<file path="src/rtl/tia_biphase_pkg.sv">
// Shared definitions for the TIA two-phase clock generator and decoder:
// FSM encoding, default phase timing and the nominal period helper.
package tia_biphase_pkg;

  typedef enum logic [2:0] {
    StHunt,
    StP1,
    StGap1,
    StP2,
    StGap2
  } state_e;

  localparam int unsigned DefHighLen   = 1;
  localparam int unsigned DefGapLen    = 1;
  localparam int unsigned DefLockCount = 4;

  // One full phi1/gap/phi2/gap sequence, in master clock cycles.
  function automatic int unsigned nominal_period(input int unsigned high_len,
                                                 input int unsigned gap_len);
    return 2 * (high_len + gap_len);
  endfunction

endpackage

</file>
<file path="src/rtl/tia_biphase_decoder_if.sv">
// Phase inputs and decoded status outputs of the biphase decoder.
// master = the side that drives phi1/phi2, slave = the decoder.
interface tia_biphase_decoder_if #(
  parameter int unsigned CNT_W = 8
) ();

  logic             phi1;
  logic             phi2;
  logic             err_clr;
  logic             p1_stb;
  logic             p2_stb;
  logic             locked;
  logic             err;
  logic [CNT_W-1:0] cycles;

  modport master (
    output phi1,
    output phi2,
    output err_clr,
    input  p1_stb,
    input  p2_stb,
    input  locked,
    input  err,
    input  cycles
  );

  modport slave (
    input  phi1,
    input  phi2,
    input  err_clr,
    output p1_stb,
    output p2_stb,
    output locked,
    output err,
    output cycles
  );

endinterface

</file>
<file path="src/rtl/tia_phase_edge.sv">
// Registers one phase input and reports its rise/fall against the previous sample.
module tia_phase_edge (
  input  logic clk,
  input  logic r,
  input  logic phase,
  output logic rise,
  output logic fall
);

  logic phase_q;

  always_ff @(posedge clk or posedge r) begin
    if (r) begin
      phase_q <= 1'b0;
    end else begin
      phase_q <= phase;
    end
  end

  assign rise = phase & ~phase_q;
  assign fall = ~phase & phase_q;

endmodule

</file>
<file path="src/rtl/tia_biphase_decoder.sv">
// Checks the phi1/phi2 pair against the non-overlapping sequence and emits
// registered phase strobes, lock status, a sticky error and a locked cycle count.
module tia_biphase_decoder
  import tia_biphase_pkg::*;
#(
  parameter int unsigned HIGH_LEN   = DefHighLen,
  parameter int unsigned GAP_LEN    = DefGapLen,
  parameter int unsigned LOCK_COUNT = DefLockCount,  // must be >= 1
  parameter int unsigned CNT_W      = 8
) (
  input logic                    clk,
  input logic                    r,
  tia_biphase_decoder_if.slave   bus
);

  localparam int unsigned LenMax = (HIGH_LEN > GAP_LEN) ? HIGH_LEN : GAP_LEN;
  localparam int unsigned LenW   = $clog2(LenMax + 1);
  localparam int unsigned GoodW  = $clog2(LOCK_COUNT + 1);
  localparam logic [GoodW-1:0] GoodMax = GoodW'(LOCK_COUNT);

  state_e           state_q, state_d;
  logic [LenW-1:0]  len_q, len_d;
  logic [GoodW-1:0] good_q, good_d;
  logic             p1_stb_q, p1_stb_d;
  logic             p2_stb_q, p2_stb_d;
  logic             locked_q, locked_d;
  logic             err_q, err_d;
  logic [CNT_W-1:0] cycles_q, cycles_d;

  logic p1_rise, p1_fall, p2_rise, p2_fall;
  logic hi_done, gap_done;
  logic viol, p1_acc, p2_acc, wrap;

  tia_phase_edge u_edge_phi1 (
    .clk   (clk),
    .r     (r),
    .phase (bus.phi1),
    .rise  (p1_rise),
    .fall  (p1_fall)
  );

  tia_phase_edge u_edge_phi2 (
    .clk   (clk),
    .r     (r),
    .phase (bus.phi2),
    .rise  (p2_rise),
    .fall  (p2_fall)
  );

  // len_q counts samples after the entry sample, so the current sample is the
  // (len_q+1)-th of the state; a phase may end only when that equals its length.
  assign hi_done  = (32'(len_q) + 32'd1) == HIGH_LEN;
  assign gap_done = (32'(len_q) + 32'd1) == GAP_LEN;

  always_ff @(posedge clk or posedge r) begin
    if (r) begin
      state_q  <= StHunt;
      len_q    <= '0;
      good_q   <= '0;
      p1_stb_q <= 1'b0;
      p2_stb_q <= 1'b0;
      locked_q <= 1'b0;
      err_q    <= 1'b0;
      cycles_q <= '0;
    end else begin
      state_q  <= state_d;
      len_q    <= len_d;
      good_q   <= good_d;
      p1_stb_q <= p1_stb_d;
      p2_stb_q <= p2_stb_d;
      locked_q <= locked_d;
      err_q    <= err_d;
      cycles_q <= cycles_d;
    end
  end

  always_comb begin
    state_d = state_q;
    len_d   = len_q;
    viol    = 1'b0;
    p1_acc  = 1'b0;
    p2_acc  = 1'b0;
    wrap    = 1'b0;

    unique case (state_q)
      StHunt: begin
        if (p1_rise && !bus.phi2) begin
          state_d = StP1;
          len_d   = '0;
          p1_acc  = 1'b1;
        end
      end
      StP1: begin
        if (bus.phi2) begin
          viol = 1'b1;
        end else if (bus.phi1) begin
          if (hi_done) viol = 1'b1;
          else         len_d = len_q + LenW'(1);
        end else if (p1_fall && hi_done) begin
          state_d = StGap1;
          len_d   = '0;
        end else begin
          viol = 1'b1;
        end
      end
      StGap1: begin
        if (bus.phi1) begin
          viol = 1'b1;
        end else if (p2_rise) begin
          if (gap_done) begin
            state_d = StP2;
            len_d   = '0;
            p2_acc  = 1'b1;
          end else begin
            viol = 1'b1;
          end
        end else if (gap_done) begin
          viol = 1'b1;
        end else begin
          len_d = len_q + LenW'(1);
        end
      end
      StP2: begin
        if (bus.phi1) begin
          viol = 1'b1;
        end else if (bus.phi2) begin
          if (hi_done) viol = 1'b1;
          else         len_d = len_q + LenW'(1);
        end else if (p2_fall && hi_done) begin
          state_d = StGap2;
          len_d   = '0;
        end else begin
          viol = 1'b1;
        end
      end
      StGap2: begin
        if (bus.phi2) begin
          viol = 1'b1;
        end else if (p1_rise) begin
          if (gap_done) begin
            state_d = StP1;
            len_d   = '0;
            p1_acc  = 1'b1;
            wrap    = 1'b1;
          end else begin
            viol = 1'b1;
          end
        end else if (gap_done) begin
          viol = 1'b1;
        end else begin
          len_d = len_q + LenW'(1);
        end
      end
      default: begin
        state_d = StHunt;
        len_d   = '0;
      end
    endcase

    if (viol) begin
      state_d = StHunt;
      len_d   = '0;
    end
  end

  always_comb begin
    good_d = good_q;
    if (viol) begin
      good_d = '0;
    end else if (wrap && good_q != GoodMax) begin
      good_d = good_q + GoodW'(1);
    end

    // Lock follows the saturated good count, so it rises with the strobe that completes it.
    locked_d = (good_d == GoodMax);
    p1_stb_d = p1_acc;
    p2_stb_d = p2_acc;
    cycles_d = cycles_q + CNT_W'(p1_acc & locked_q);
    // Overlap is flagged even while hunting; a new violation beats err_clr.
    err_d    = viol | (bus.phi1 & bus.phi2) | (err_q & ~bus.err_clr);
  end

  assign bus.p1_stb = p1_stb_q;
  assign bus.p2_stb = p2_stb_q;
  assign bus.locked = locked_q;
  assign bus.err    = err_q;
  assign bus.cycles = cycles_q;

endmodule
</file>
<file path="src/flat_wrapper.sv">
// flat-port wrapper written by rule: the top's interface ports become plain ports
module tia_biphase_decoder_flat import tia_biphase_pkg::*;
#(
  parameter int unsigned HIGH_LEN   = DefHighLen,
  parameter int unsigned GAP_LEN    = DefGapLen,
  parameter int unsigned LOCK_COUNT = DefLockCount,                 
  parameter int unsigned CNT_W      = 8
)
  (clk, r, bus_phi1, bus_phi2, bus_err_clr, bus_p1_stb, bus_p2_stb, bus_locked, bus_err, bus_cycles);
  tia_biphase_decoder_if #(.CNT_W(CNT_W)) bus_i ();
  input logic clk;
  input logic r;
  input wire logic [$bits(bus_i.phi1)-1:0] bus_phi1;
  input wire logic [$bits(bus_i.phi2)-1:0] bus_phi2;
  input wire logic [$bits(bus_i.err_clr)-1:0] bus_err_clr;
  output wire logic [$bits(bus_i.p1_stb)-1:0] bus_p1_stb;
  output wire logic [$bits(bus_i.p2_stb)-1:0] bus_p2_stb;
  output wire logic [$bits(bus_i.locked)-1:0] bus_locked;
  output wire logic [$bits(bus_i.err)-1:0] bus_err;
  output wire logic [$bits(bus_i.cycles)-1:0] bus_cycles;
  assign bus_i.phi1 = bus_phi1;
  assign bus_i.phi2 = bus_phi2;
  assign bus_i.err_clr = bus_err_clr;
  assign bus_p1_stb = bus_i.p1_stb;
  assign bus_p2_stb = bus_i.p2_stb;
  assign bus_locked = bus_i.locked;
  assign bus_err = bus_i.err;
  assign bus_cycles = bus_i.cycles;
  tia_biphase_decoder #(.HIGH_LEN(HIGH_LEN), .GAP_LEN(GAP_LEN), .LOCK_COUNT(LOCK_COUNT), .CNT_W(CNT_W)) u_core (.clk(clk), .r(r), .bus(bus_i));
endmodule
</file>
<file path="config.mk">
export PLATFORM = sky130hd
export DESIGN_NAME = tia_biphase_decoder_flat
export DESIGN_NICKNAME = d
export VERILOG_FILES = /design/src/rtl/tia_biphase_pkg.sv /design/src/rtl/tia_biphase_decoder_if.sv /design/src/rtl/tia_phase_edge.sv /design/src/rtl/tia_biphase_decoder.sv /design/src/flat_wrapper.sv
export SDC_FILE = /design/constraint.sdc
export NUM_CORES = 1
export LEC_CHECK = 0
export CORE_MARGIN = 2
export CORE_UTILIZATION = 30
export DETAILED_ROUTE_END_ITERATION = 10
export MAX_ROUTING_LAYER = met4
export SKIP_LAST_GASP = 1
export SLEW_MARGIN = 30
export SYNTH_ARGS = -nofsm -noshare
export SYNTH_HDL_FRONTEND = slang
export SYNTH_SLANG_ARGS = --single-unit
</file>
<file path="constraint.sdc">
create_clock -name clk -period 5.2 [get_ports clk]
set_clock_uncertainty 0.05 [all_clocks]
set_input_delay 1.04 -clock clk [delete_from_list [all_inputs] [get_ports clk]]
set_output_delay 1.04 -clock clk [all_outputs]
set_load 0.005 [all_outputs]
</file>
==> results.yml <==
logic_synthesis:
  synth_compound_area_share_pct: 15.7
  yosys.area_share.xor_xnor_pct: 5.09
  synthesis.nets: 135
  synthTopCellsByArea: "dfrtp_1 44%, ha_1 8.3%, xnor2_1 3.6%, inv_1 3.1%, nor2_1 3.1%"
  synth_flop_cell: "dfrtp_1"
  synth_edf_count: 0
  synth_top_family_by_area: "simple AND/OR/NAND/NOR gates"
  avgSynthCellArea_um2: 9.88
  yosysWarnings: 0
  synthMuxAreaShare_pct: 1.66
  synthSimpleGateAreaFrac_pct: 19.7
  ys_types: 39
  syn_area_um2: 1200
  synthArstFlopShare_pct: 100
  synth_top_cell_by_area: "dfrtp_1"
  yosysTopAreaCellShare_pct: 43.6
  ys_seq_area_share_pct: 43.6
  ys_ff_latch: 21
  synth_cells: 122
  synthAdderAreaFrac_pct: 8.31
critical_path:
  crit_type: "in2reg"
  r2r_cells: 11
  critPathArrivalTime_ns: 3.43
  rr_startpoint: "u_core.u_edge_phi1.phase_q"
  critPathMaxFanout: 10
  r2r_slack_ns: 2.94
  required_ns: 5.34
  r2r_end: "u_core.bus.cycles[6]"
  cp-end-kind: "flop"
  startpoint_type: "input port"
cells_and_area:
  areaGrowthSynthToFinish_pct: 19.5
  final_common_cell: "dfrtp_1"
  final_nets: 150
  fillers: 382
  drive_gt1_share_pct: 7.35
  fin_area_um2: 1440
  largest_register_ff_count: 8
  diodes: 0
  final_cell_mix: "21 x dfrtp_1, 16 x clkdlybuf4s50_1, 10 x nor2_1, 10 x inv_1"
detailed_routing:
  drc: 0
  route.vias.total: 949
  vias_per_cell: 5.10
  wirelength_um: 2300
  wl_met1_um: 1120
  drt_iter0_markers: 40
  met2_wirelength_um: 1050
  dr.pass1.iters: 4
  drtAntennaViolNets: 0
  wl_met3_um: 114
  routed.top_layer: "met4"
  wire_per_inst_um: 12.4
placed_design:
  dpl_cell_area_um2: 1390
  gp_congestion: 0.815
  dp_hpwl_um: 1690
  io_buffers: 16
  dpl_worst_slack_ns: 1.61
clock_tree:
  cts_tree: "built"
  clockBufferDepth: 2
  ctsResizeCount: 0
  hold_buffers: 0
  clkTransAtPathRegs_ns: 0.08
  cts_made_buffers: 3
  clkLatencyLatePin_ns: 0.26
  cts_setup_buffers: 0
  clock_sinks: 21
  root_buffer: "clkbuf_8"
  h-tree-depth: 1
pwr:
  peakVddDrop_uv: 100
  powerDensity_nw_per_um2: 310
  switching_share_pct: 36.2
  leakagePower_nw: 0.641
  p_switching_mw: 0.162
  clkPwrFrac_pct: 24.0
  pwr-share-seq_pct: 45.0
  p_int_mw: 0.285
  p_comb_share_pct: 30.9
sta:
  setup_ws_ns: 1.91
  slew_headroom_pct: 46.9
  worst_pin_slew_ns: 0.795
  fin_setup_tns_ns: 0
  hold_violations: 0
  max_freq_mhz: 304
  slew_violations: 0
  setup_viol: 0
  post-route-min-period_ns: 3.29
  whs_ns: 0.421
  rsz0062_at_grt: "no"
  finalCritPeriodShare_pct: 63.3
grt:
  grt_max_degree: 22
  antenna_found_initial: 0
  grt_pass1_wl_um: 4150
  grt_overflow_total: 0
  grt_pass1_vias: 917
  grt.total_usage_pct: 12.4
floorplan:
  start_util_pct: 30.6
  fp.dieH_um: 67.4
  coreArea_um2: 3940
  die-area_um2: 4540
  row_count: 23
  dieWidth_um: 67.4
  ios: 17
worst_hold_path:
  hold_class: "reg2reg"
  min_from: "u_core.bus.cycles[7]"
  hold_depth: 1
  worstHoldEndpoint: "u_core.bus.cycles[7]"
status:
  outcome: "finished clean"
job:
  maxCapViolations: 0
## worst max path at each step
stage,to,slack [ns],startpoint,cells after the start
2_1_floorplan,u_core.bus.cycles[6],2.29,bus_phi1,12
3_3_place_gp,u_core.bus.cycles[6],1.73,bus_phi1,12
3_5_place_dp,u_core.bus.cycles[6],1.61,bus_phi1,12
4_1_cts,u_core.bus.cycles[6],1.88,bus_phi1,12
5_1_grt,u_core.bus.cycles[6],1.61,bus_phi1,12
6_report,u_core.bus.cycles[6],1.91,bus_phi1,12
## power by group through the flow
stage,clock network (mW),logic [mW],registers [mW]
6_report,0.107,0.138,0.201
2_1_floorplan,0,0.123,0.186
4_1_cts,0.115,0.138,0.201
3_3_place_gp,0,0.135,0.204
5_1_grt,0.121,0.156,0.205
3_5_place_dp,0,0.139,0.203
## layer usage
| metal | GRT usage [%] | vias up |
|---|---|---|
| met2 | 19.2 | 21 |
| met5 | - | - |
| li1 | - | 460 |
| met3 | 3.50 | 4 |
| met4 | 4.85 | 0 |
| met1 | 15.3 | 464 |
## cell type report
type	instances	area [µm²]	share of cell area, %
clock inverters	1	5.00	0.348
flip-flops and latches	21	526	36.5
clock buffers	3	41.3	2.87
inverters	10	37.5	2.61
multi-input cells	85	608	42.2
well taps	50	62.6	4.34
repair buffers	16	160	11.1
## kinds of logic (layout without fill, tap and decap cells)
logic type	after synthesis	in the layout
and+or+nand+nor	43	43
buffers and inverters	16	30
xor gates and xnor gates	7	7
DFF	21	21
adders and majority gates	8	8
muxes	2	2
AOI/OAI and AO/OA	25	25
## critical path: stages
cell and delay (ns):
clkdlybuf4s50_1 0.69, nand2b_1 0.18, inv_1 0.11, ha_1 0.16, a21oi_1 0.06, nor4_1 0.24, and2_1 0.18, ha_1 0.18
ha_1 0.19, nand3_1 0.11, nor2_1 0.14, xor2_1 0.15
## synthesized netlist by cell type, drive strengths merged, types with 2 or more instances
library cell / instances
ha: 8
a211oi: 4
nor3: 2
mux2i: 2
nand2b: 4
o21ai: 2
inv: 10
nor2b: 3
nor2: 10
o211ai: 4
nand3: 5
nand2: 8
nor3b: 2
xor2: 2
clkbuf: 2
a21oi: 8
xnor2: 5
buf: 4
dfrtp: 21
## per-stage QoR
stage	std cells	power (mW)	util, %
final	186	0.447	36.5
after global routing	186	0.481	36.5
after CTS	186	0.454	36.5
after detailed placement	182	0.342	35.4
after global placement	182	0.339	35.4
after floorplan	122	0.309	-
(Power assumes the default switching activity.)
